`config.mk`:
```
export PLATFORM = sky130hd
export DESIGN_NAME = rgb_hsv_seq
export DESIGN_NICKNAME = d
export VERILOG_FILES = /design/src/rtl/rgb_hsv_seq.sv
export SDC_FILE = /design/constraint.sdc
export NUM_CORES = 1
export LEC_CHECK = 0
export ABC_AREA = 0
export BUFFER_PORTS_ARGS = -buffer_cell sky130_fd_sc_hd__clkbuf_2
export CORE_UTILIZATION = 45
export CTS_CLUSTER_DIAMETER = 60
export DETAILED_ROUTE_END_ITERATION = 16
export GPL_TIMING_DRIVEN = 0
export PLACE_DENSITY = 0.62
export SLEW_MARGIN = 25
export SYNTH_ARGS = -nofsm -noshare
export SYNTH_HDL_FRONTEND = slang
export SYNTH_SLANG_ARGS = --single-unit
```
`constraint.sdc`:
```
create_clock -name clk -period 5.9 [get_ports clk]
set_input_delay 0 -clock clk [delete_from_list [all_inputs] [get_ports clk]]
set_output_delay 0 -clock clk [all_outputs]
set_load 0.05 [all_outputs]
```
`src/rtl/rgb_hsv_seq.sv`:
```
// Multi-cycle RGB888 -> packed HSV {H[8:0], S[6:0], V[7:0]} converter with one shared restoring divider.
// Optional HSV_ROUND_EN: both divisions round to nearest instead of truncating.
module rgb_hsv_seq #(
    parameter int unsigned S_SCALE = 127
) (
    input  logic        clk,
    input  logic        rst,
    input  logic [7:0]  in_r,
    input  logic [7:0]  in_g,
    input  logic [7:0]  in_b,
    input  logic        in_valid,
    output logic        in_ready,
    output logic [23:0] hsv,
    output logic        out_valid,
    input  logic        out_ready
);

    localparam int unsigned DIV_ITER = 15;
    localparam int unsigned CW       = 8;
    localparam int unsigned NW       = 15;
    localparam int unsigned HW       = 9;
    localparam int unsigned SW       = 7;
    localparam int unsigned KW       = 4;

    typedef enum logic [2:0] {IDLE, PREP, DIV_S, DIV_H, FINAL, DONE} state_t;

    state_t          state_q, state_d;
    logic [CW-1:0]   r_q, r_d, g_q, g_d, b_q, b_d;
    logic [CW-1:0]   max_q, max_d, delta_q, delta_d, dabs_q, dabs_d;
    logic [HW-1:0]   off_q, off_d;
    logic            dneg_q, dneg_d;
    logic [NW-1:0]   num_q, num_d;
    logic [CW-1:0]   div_q, div_d, rem_q, rem_d;
    logic [SW-1:0]   quo_q, quo_d, s_q, s_d;
    logic [KW-1:0]   cnt_q, cnt_d;
    logic [23:0]     hsv_q, hsv_d;
    logic            in_ready_q, in_ready_d, out_valid_q, out_valid_d;

    logic [CW:0]     rem_sh;
    logic            q_bit;
    logic [CW-1:0]   rem_step;
    logic [SW-1:0]   quo_step;
    logic [CW-1:0]   mx, mn, da, db;
    logic [HW-1:0]   sec_off, hq, h_fin;
    logic [NW-1:0]   num_s, num_h;
    logic            last_iter;

    assign in_ready  = in_ready_q;
    assign out_valid = out_valid_q;
    assign hsv       = hsv_q;

    always_ff @(posedge clk) begin
        if (rst) begin
            state_q     <= IDLE;
            r_q         <= '0;
            g_q         <= '0;
            b_q         <= '0;
            max_q       <= '0;
            delta_q     <= '0;
            dabs_q      <= '0;
            off_q       <= '0;
            dneg_q      <= 1'b0;
            num_q       <= '0;
            div_q       <= '0;
            rem_q       <= '0;
            quo_q       <= '0;
            s_q         <= '0;
            cnt_q       <= '0;
            hsv_q       <= '0;
            in_ready_q  <= 1'b1;
            out_valid_q <= 1'b0;
        end else begin
            state_q     <= state_d;
            r_q         <= r_d;
            g_q         <= g_d;
            b_q         <= b_d;
            max_q       <= max_d;
            delta_q     <= delta_d;
            dabs_q      <= dabs_d;
            off_q       <= off_d;
            dneg_q      <= dneg_d;
            num_q       <= num_d;
            div_q       <= div_d;
            rem_q       <= rem_d;
            quo_q       <= quo_d;
            s_q         <= s_d;
            cnt_q       <= cnt_d;
            hsv_q       <= hsv_d;
            in_ready_q  <= in_ready_d;
            out_valid_q <= out_valid_d;
        end
    end

    always_comb begin
        state_d  = state_q;
        r_d      = r_q;
        g_d      = g_q;
        b_d      = b_q;
        max_d    = max_q;
        delta_d  = delta_q;
        dabs_d   = dabs_q;
        off_d    = off_q;
        dneg_d   = dneg_q;
        num_d    = num_q;
        div_d    = div_q;
        rem_d    = rem_q;
        quo_d    = quo_q;
        s_d      = s_q;
        cnt_d    = cnt_q;
        hsv_d    = hsv_q;

        // One restoring step; a zero divisor never sets a quotient bit.
        rem_sh   = {rem_q, num_q[NW-1]};
        q_bit    = (div_q != '0) && (rem_sh >= {1'b0, div_q});
        rem_step = q_bit ? CW'(rem_sh - {1'b0, div_q}) : rem_sh[CW-1:0];
        quo_step = {quo_q[SW-2:0], q_bit};
        last_iter = (cnt_q == KW'(DIV_ITER - 1));

        // Sector selection with tie priority R > G > B.
        if (r_q >= g_q && r_q >= b_q) begin
            mx = r_q; sec_off = HW'(0);   da = g_q; db = b_q;
        end else if (g_q >= b_q) begin
            mx = g_q; sec_off = HW'(120); da = b_q; db = r_q;
        end else begin
            mx = b_q; sec_off = HW'(240); da = r_q; db = g_q;
        end
        mn = (r_q < g_q) ? r_q : g_q;
        if (b_q < mn) mn = b_q;

`ifdef HSV_ROUND_EN
        num_s = NW'(delta_q) * NW'(S_SCALE) + NW'(max_q >> 1);
        num_h = NW'(dabs_q) * NW'(60) + NW'(delta_q >> 1);
`else
        num_s = NW'(delta_q) * NW'(S_SCALE);
        num_h = NW'(dabs_q) * NW'(60);
`endif

        hq = {2'b00, quo_q};
        if (!dneg_q)
            h_fin = off_q + hq;
        else if (off_q >= hq)
            h_fin = off_q - hq;
        else
            h_fin = HW'(10'(off_q) + 10'd360 - 10'(hq));

        case (state_q)
            IDLE: if (in_valid) begin
                r_d = in_r; g_d = in_g; b_d = in_b;
                cnt_d   = '0;
                state_d = PREP;
            end
            PREP: if (cnt_q == '0) begin
                max_d   = mx;
                delta_d = mx - mn;
                off_d   = sec_off;
                dneg_d  = da < db;
                dabs_d  = (da < db) ? db - da : da - db;
                cnt_d   = KW'(1);
            end else begin
                num_d   = num_s;
                div_d   = max_q;
                rem_d   = '0;
                quo_d   = '0;
                cnt_d   = '0;
                state_d = DIV_S;
            end
            DIV_S: begin
                num_d = {num_q[NW-2:0], 1'b0};
                rem_d = rem_step;
                quo_d = quo_step;
                cnt_d = cnt_q + KW'(1);
                if (last_iter) begin
                    s_d     = quo_step;
                    num_d   = num_h;
                    div_d   = delta_q;
                    rem_d   = '0;
                    quo_d   = '0;
                    cnt_d   = '0;
                    state_d = DIV_H;
                end
            end
            DIV_H: begin
                num_d = {num_q[NW-2:0], 1'b0};
                rem_d = rem_step;
                quo_d = quo_step;
                cnt_d = cnt_q + KW'(1);
                if (last_iter) state_d = FINAL;
            end
            FINAL: begin
                hsv_d   = {h_fin, s_q, max_q};
                state_d = DONE;
            end
            DONE: if (out_ready) state_d = IDLE;
            default: state_d = IDLE;
        endcase

        in_ready_d  = (state_d == IDLE);
        out_valid_d = (state_d == DONE);
    end

endmodule

```
==> flow_metrics.tcl <==
set metrics [dict create \
    number_of_synthesized_flops_with_an_enable_pin 0 \
    post-route-worst-setup-slack_ns 0.4986 \
    critPathLaunchType "flop" \
    finalHoldViolations 0 \
    dominantRegCellSynth "sky130_fd_sc_hd__dfxtp_1" \
    grt_max_degree 17 \
    synth-warning-count 0 \
    synth_fp_nets 1488 \
    cts-buffers-inserted 17 \
    dr.pass1.iters 5 \
    yosys.cell_types.count 56 \
    report.power.total_w 0.004989 \
    post_dp_cell_area_mm2 0.01089 \
    clock_power_share_pct 20.6 \
    result_of_the_run "finished, final reports clean" \
    layout_worst_path_cycle_share_pct 91.55 \
    chipWidth_um 153.1 \
    worstReg2RegEnd "delta_q[7]$_SDFFE_PP0P_" \
    clk_root_buffer_cell "sky130_fd_sc_hd__clkbuf_16" \
    postLayoutCellArea_mm2 0.01170 \
    timing.hold.worst.class "in2reg" \
    clock_latency_ns 0.43 \
    areaGrowthSynthToFinish_pct 13.89 \
    detail_route.iter0.violations 592 \
    hold_path_depth 4 \
    critical_path.max_stage_delay_ns 0.50 \
    totalWireLength_mm 27.83 \
    worstPathRequired_ns 6.19 \
    dpl_worst_slack_ns 0.4177 \
    pin_count 54 \
    min_period_ns 5.401 \
    die_area_mm2 0.02344 \
    grt_first_pass_wirelength_mm 45.93 \
    grt_setup_unrepaired "no" \
    biggest_fanout_along_the_worst_timing_path 10 \
    worst_path_most_repeated_cell "sky130_fd_sc_hd__a21o_1" \
    regToRegSetupSlack_ns 0.50 \
    cts.htree.levels 4 \
    ys_ff_latch 130 \
    clkTransAtPathRegs_ns 0.07 \
    drt-wirelength-per-cell_um 16.58 \
    cts_tree "done" \
    timing.final.max_slew_violations 0 \
    synthArstFlopShare_pct 0 \
    drt_drc_violations_left 0 \
    global_route.usage.total_pct 24.63 \
    share_of_final_layout_standard_cells_stronger_than_drive_strength_1_pct 7.153 \
    numClockSinks 130 \
    critPathSlowestCell "sky130_fd_sc_hd__dfxtp_1" \
    worst_pin_slew_ns 0.7662 \
    chipHeight_um 153.1 \
    mappedNetlistArea_mm2 0.01028 \
    synthCells 1290 \
    cts_setup_buffers 0 \
    reg2regPathDepth 25 \
    gr-total-overflow 0 \
    gpl.final_weighted_congestion 0.8995 \
    fillerInstances 2147 \
    core.rowCount 54 \
    sequentialPowerShare_pct 22.3 \
    worstHoldEndpoint "cnt_q[3]$_SDFFE_PP0P_" \
    clock_tree_buf_depth 2 \
    route.vias.total 9262 \
    fin_tns_setup_ns 0 \
    power.ir.vdd_worst_mv 0.2080 \
    max_cap_viol_count 0 \
    switching_power_w 0.002241 \
    synthesis.area_per_instance_um2 7.966 \
    synth_sequential_area_ratio_pct 25.33 \
    nets 1583 \
    leakage_nw 5.151 \
    core_region_mm2 0.02209 \
    worst_slew_slack_as_a_fraction_of_its_limit_pct 48.92 \
    r2r-start "g_q[1]$_SDFFE_PP0P_" \
    fmax_ghz 0.1851 \
    number_of_global_route_vias_before_repair 8962 \
    setup_viol 0 \
    floorplan.initialDensity_pct 46.51 \
    power.density_mw_per_mm2 426.2 \
    routed_via_density 5.520 \
    timing_worst_setup_path_type "reg2reg" \
    detailedPlacementHpwl_mm 21.94 \
    number_of_antenna_cells_inserted 0 \
    crit_arrival_ns 5.69 \
    timing.hold.worst.start "in_valid" \
    internal_power_w 0.002748 \
    skew_ns 0.01236 \
    switching_share_pct 44.92 \
    power.share.combinational_pct 57.1 \
    antenna_violating_nets_post_route 0 \
    initial_antenna_violation_count 0 \
    worstSetupEndpointType "flop" \
    port_buffers 52 \
]
## stage by stage
stage	util, %	hold WS (ns)	instances
2_1_floorplan	-	0.1360	1290
3_3_place_gp	49.28	0.2237	1622
3_5_place_dp	49.30	0.2292	1622
4_1_cts	52.94	0.06790	1678
5_1_grt	52.97	0.1252	1678
6_report	52.97	0.08287	1678
## registers in the layout, summed over array words and instances, names as in the netlist, 8 cells and up
name     cells
b_q          8
rem_q        8
hsv         24
max_q        8
dabs_q       8
delta_q      8
r_q          8
div_q        8
g_q          8
num_q       15
## power by group through the flow
stage	combinational [W]	sequential (W)	clock [W]
after floorplan	0.00225	0.00108	0
after global placement	0.00277	0.00113	0
after detailed placement	0.00281	0.00113	0
after CTS	0.00286	0.00111	0.00104
after global routing	0.00326	0.00113	0.00108
final	0.00285	0.00111	0.00103
## metal layers
layer | GRT usage, % | share of wire [%] | wire length (um) | up-vias
met5 | 0 | 0 | 0 | -
met4 | 7.840 | 2.5 | 706 | 0
met3 | 3.771 | 4.1 | 1147 | 51
met2 | 41.36 | 47 | 13170 | 209
met1 | 32.34 | 46 | 12800 | 4386
li1 | - | - | - | 4616
## worst max-delay path by stage
stage                                   start                       to
final                     g_q[1]$_SDFFE_PP0P_  delta_q[7]$_SDFFE_PP0P_
after floorplan           g_q[1]$_SDFFE_PP0P_  delta_q[6]$_SDFFE_PP0P_
after global placement    g_q[1]$_SDFFE_PP0P_  delta_q[6]$_SDFFE_PP0P_
after CTS                 g_q[1]$_SDFFE_PP0P_  delta_q[7]$_SDFFE_PP0P_
after global routing      g_q[1]$_SDFFE_PP0P_  delta_q[6]$_SDFFE_PP0P_
after detailed placement  g_q[1]$_SDFFE_PP0P_  delta_q[7]$_SDFFE_PP0P_
## logic make-up after synthesis
group,after synthesis,synth area share (%)
AO/OA/AOI/OAI,332,19.94
XOR/XNOR,45,3.835
adder cells (fa/ha/maj),170,23.77
buffers and inverters,177,6.611
flip-flops,130,25.33
multiplexers,41,4.018
AND/OR/NAND/NOR,395,16.50
## synth_stat cells (4+ instances only)
master / n / share of area (%)
sky130_fd_sc_hd__nor3_1: 21 / 1.0
sky130_fd_sc_hd__clkbuf_1: 50 / 1.8
sky130_fd_sc_hd__mux2i_1: 39 / 3.8
sky130_fd_sc_hd__nor2_1: 115 / 4.2
sky130_fd_sc_hd__inv_1: 118 / 4.3
sky130_fd_sc_hd__ha_1: 128 / 16
sky130_fd_sc_hd__dfxtp_1: 130 / 25
sky130_fd_sc_hd__nand3_1: 14 / 0.68
sky130_fd_sc_hd__a21oi_1: 130 / 6.3
sky130_fd_sc_hd__a41oi_1: 6 / 0.51
sky130_fd_sc_hd__o21ai_0: 71 / 3.5
sky130_fd_sc_hd__buf_2: 5 / 0.24
sky130_fd_sc_hd__fa_1: 42 / 8.2
sky130_fd_sc_hd__o21bai_1: 5 / 0.37
sky130_fd_sc_hd__nor2b_1: 14 / 0.85
sky130_fd_sc_hd__o21a_1: 10 / 0.73
sky130_fd_sc_hd__nand2_1: 188 / 6.9
sky130_fd_sc_hd__xor2_1: 15 / 1.3
sky130_fd_sc_hd__a21o_1: 36 / 2.6
sky130_fd_sc_hd__nand3b_1: 6 / 0.44
sky130_fd_sc_hd__a311oi_1: 11 / 0.94
sky130_fd_sc_hd__nand4_1: 7 / 0.43
sky130_fd_sc_hd__o31ai_1: 5 / 0.37
sky130_fd_sc_hd__a221oi_1: 7 / 0.60
sky130_fd_sc_hd__nand2b_1: 5 / 0.30
sky130_fd_sc_hd__nor3b_1: 4 / 0.29
sky130_fd_sc_hd__a31oi_1: 6 / 0.37
sky130_fd_sc_hd__a211oi_1: 14 / 1.0
sky130_fd_sc_hd__a22oi_1: 11 / 0.80
sky130_fd_sc_hd__xnor2_1: 30 / 2.6
sky130_fd_sc_hd__or3_1: 6 / 0.37
## cell type report
cell class,instances,area [um^2],area share [%]
multi-input cells,983,7005,59.86
repair buffers,76,500.5,4.276
clock inverters,15,140.1,1.197
inverters,118,442.9,3.784
well taps,280,350.3,2.993
plain buffers,59,236.5,2.021
flip-flops and latches,130,2603,22.24
clock buffers,17,425.4,3.635
## cells in the final DEF (no fill, tap or decap), types with 10 or more instances in the layout
cell type	instances
sky130_fd_sc_hd__xor2_1	15
sky130_fd_sc_hd__nand3_1	14
sky130_fd_sc_hd__nor2b_1	14
sky130_fd_sc_hd__dfxtp_1	130
sky130_fd_sc_hd__clkbuf_16	17
sky130_fd_sc_hd__o21ai_0	71
sky130_fd_sc_hd__nor2_1	115
sky130_fd_sc_hd__mux2i_1	38
sky130_fd_sc_hd__clkbuf_2	53
sky130_fd_sc_hd__a21o_1	36
sky130_fd_sc_hd__a211oi_1	14
sky130_fd_sc_hd__nand2_1	187
sky130_fd_sc_hd__inv_1	118
sky130_fd_sc_hd__a22oi_1	11
sky130_fd_sc_hd__fa_1	42
sky130_fd_sc_hd__o21a_1	10
sky130_fd_sc_hd__dlygate4sd3_1	24
sky130_fd_sc_hd__ha_1	128
sky130_fd_sc_hd__a21oi_1	130
sky130_fd_sc_hd__xnor2_1	30
sky130_fd_sc_hd__a311oi_1	11
sky130_fd_sc_hd__nor3_1	20
sky130_fd_sc_hd__clkbuf_1	50
## timing repair
action	4_1_cts	5_1_grt
setup endpoints to repair	0	2
gates resized for setup	0	2
hold buffers	24	0
hold endpoints to repair	24	0
## critical path, delay by kind of cell, from the launching register on
family | cells | cell delay (ns)
AND/OR/NAND/NOR | 6 | 0.75
buffers and inverters | 2 | 0.34
AO/OA/AOI/OAI | 11 | 2.14
XOR/XNOR | 2 | 0.39
flip-flops | 1 | 0.50
adder cells (fa/ha/maj) | 3 | 0.90
multiplexers | 1 | 0.27
Note: power is estimated with default switching activity, not from simulation.
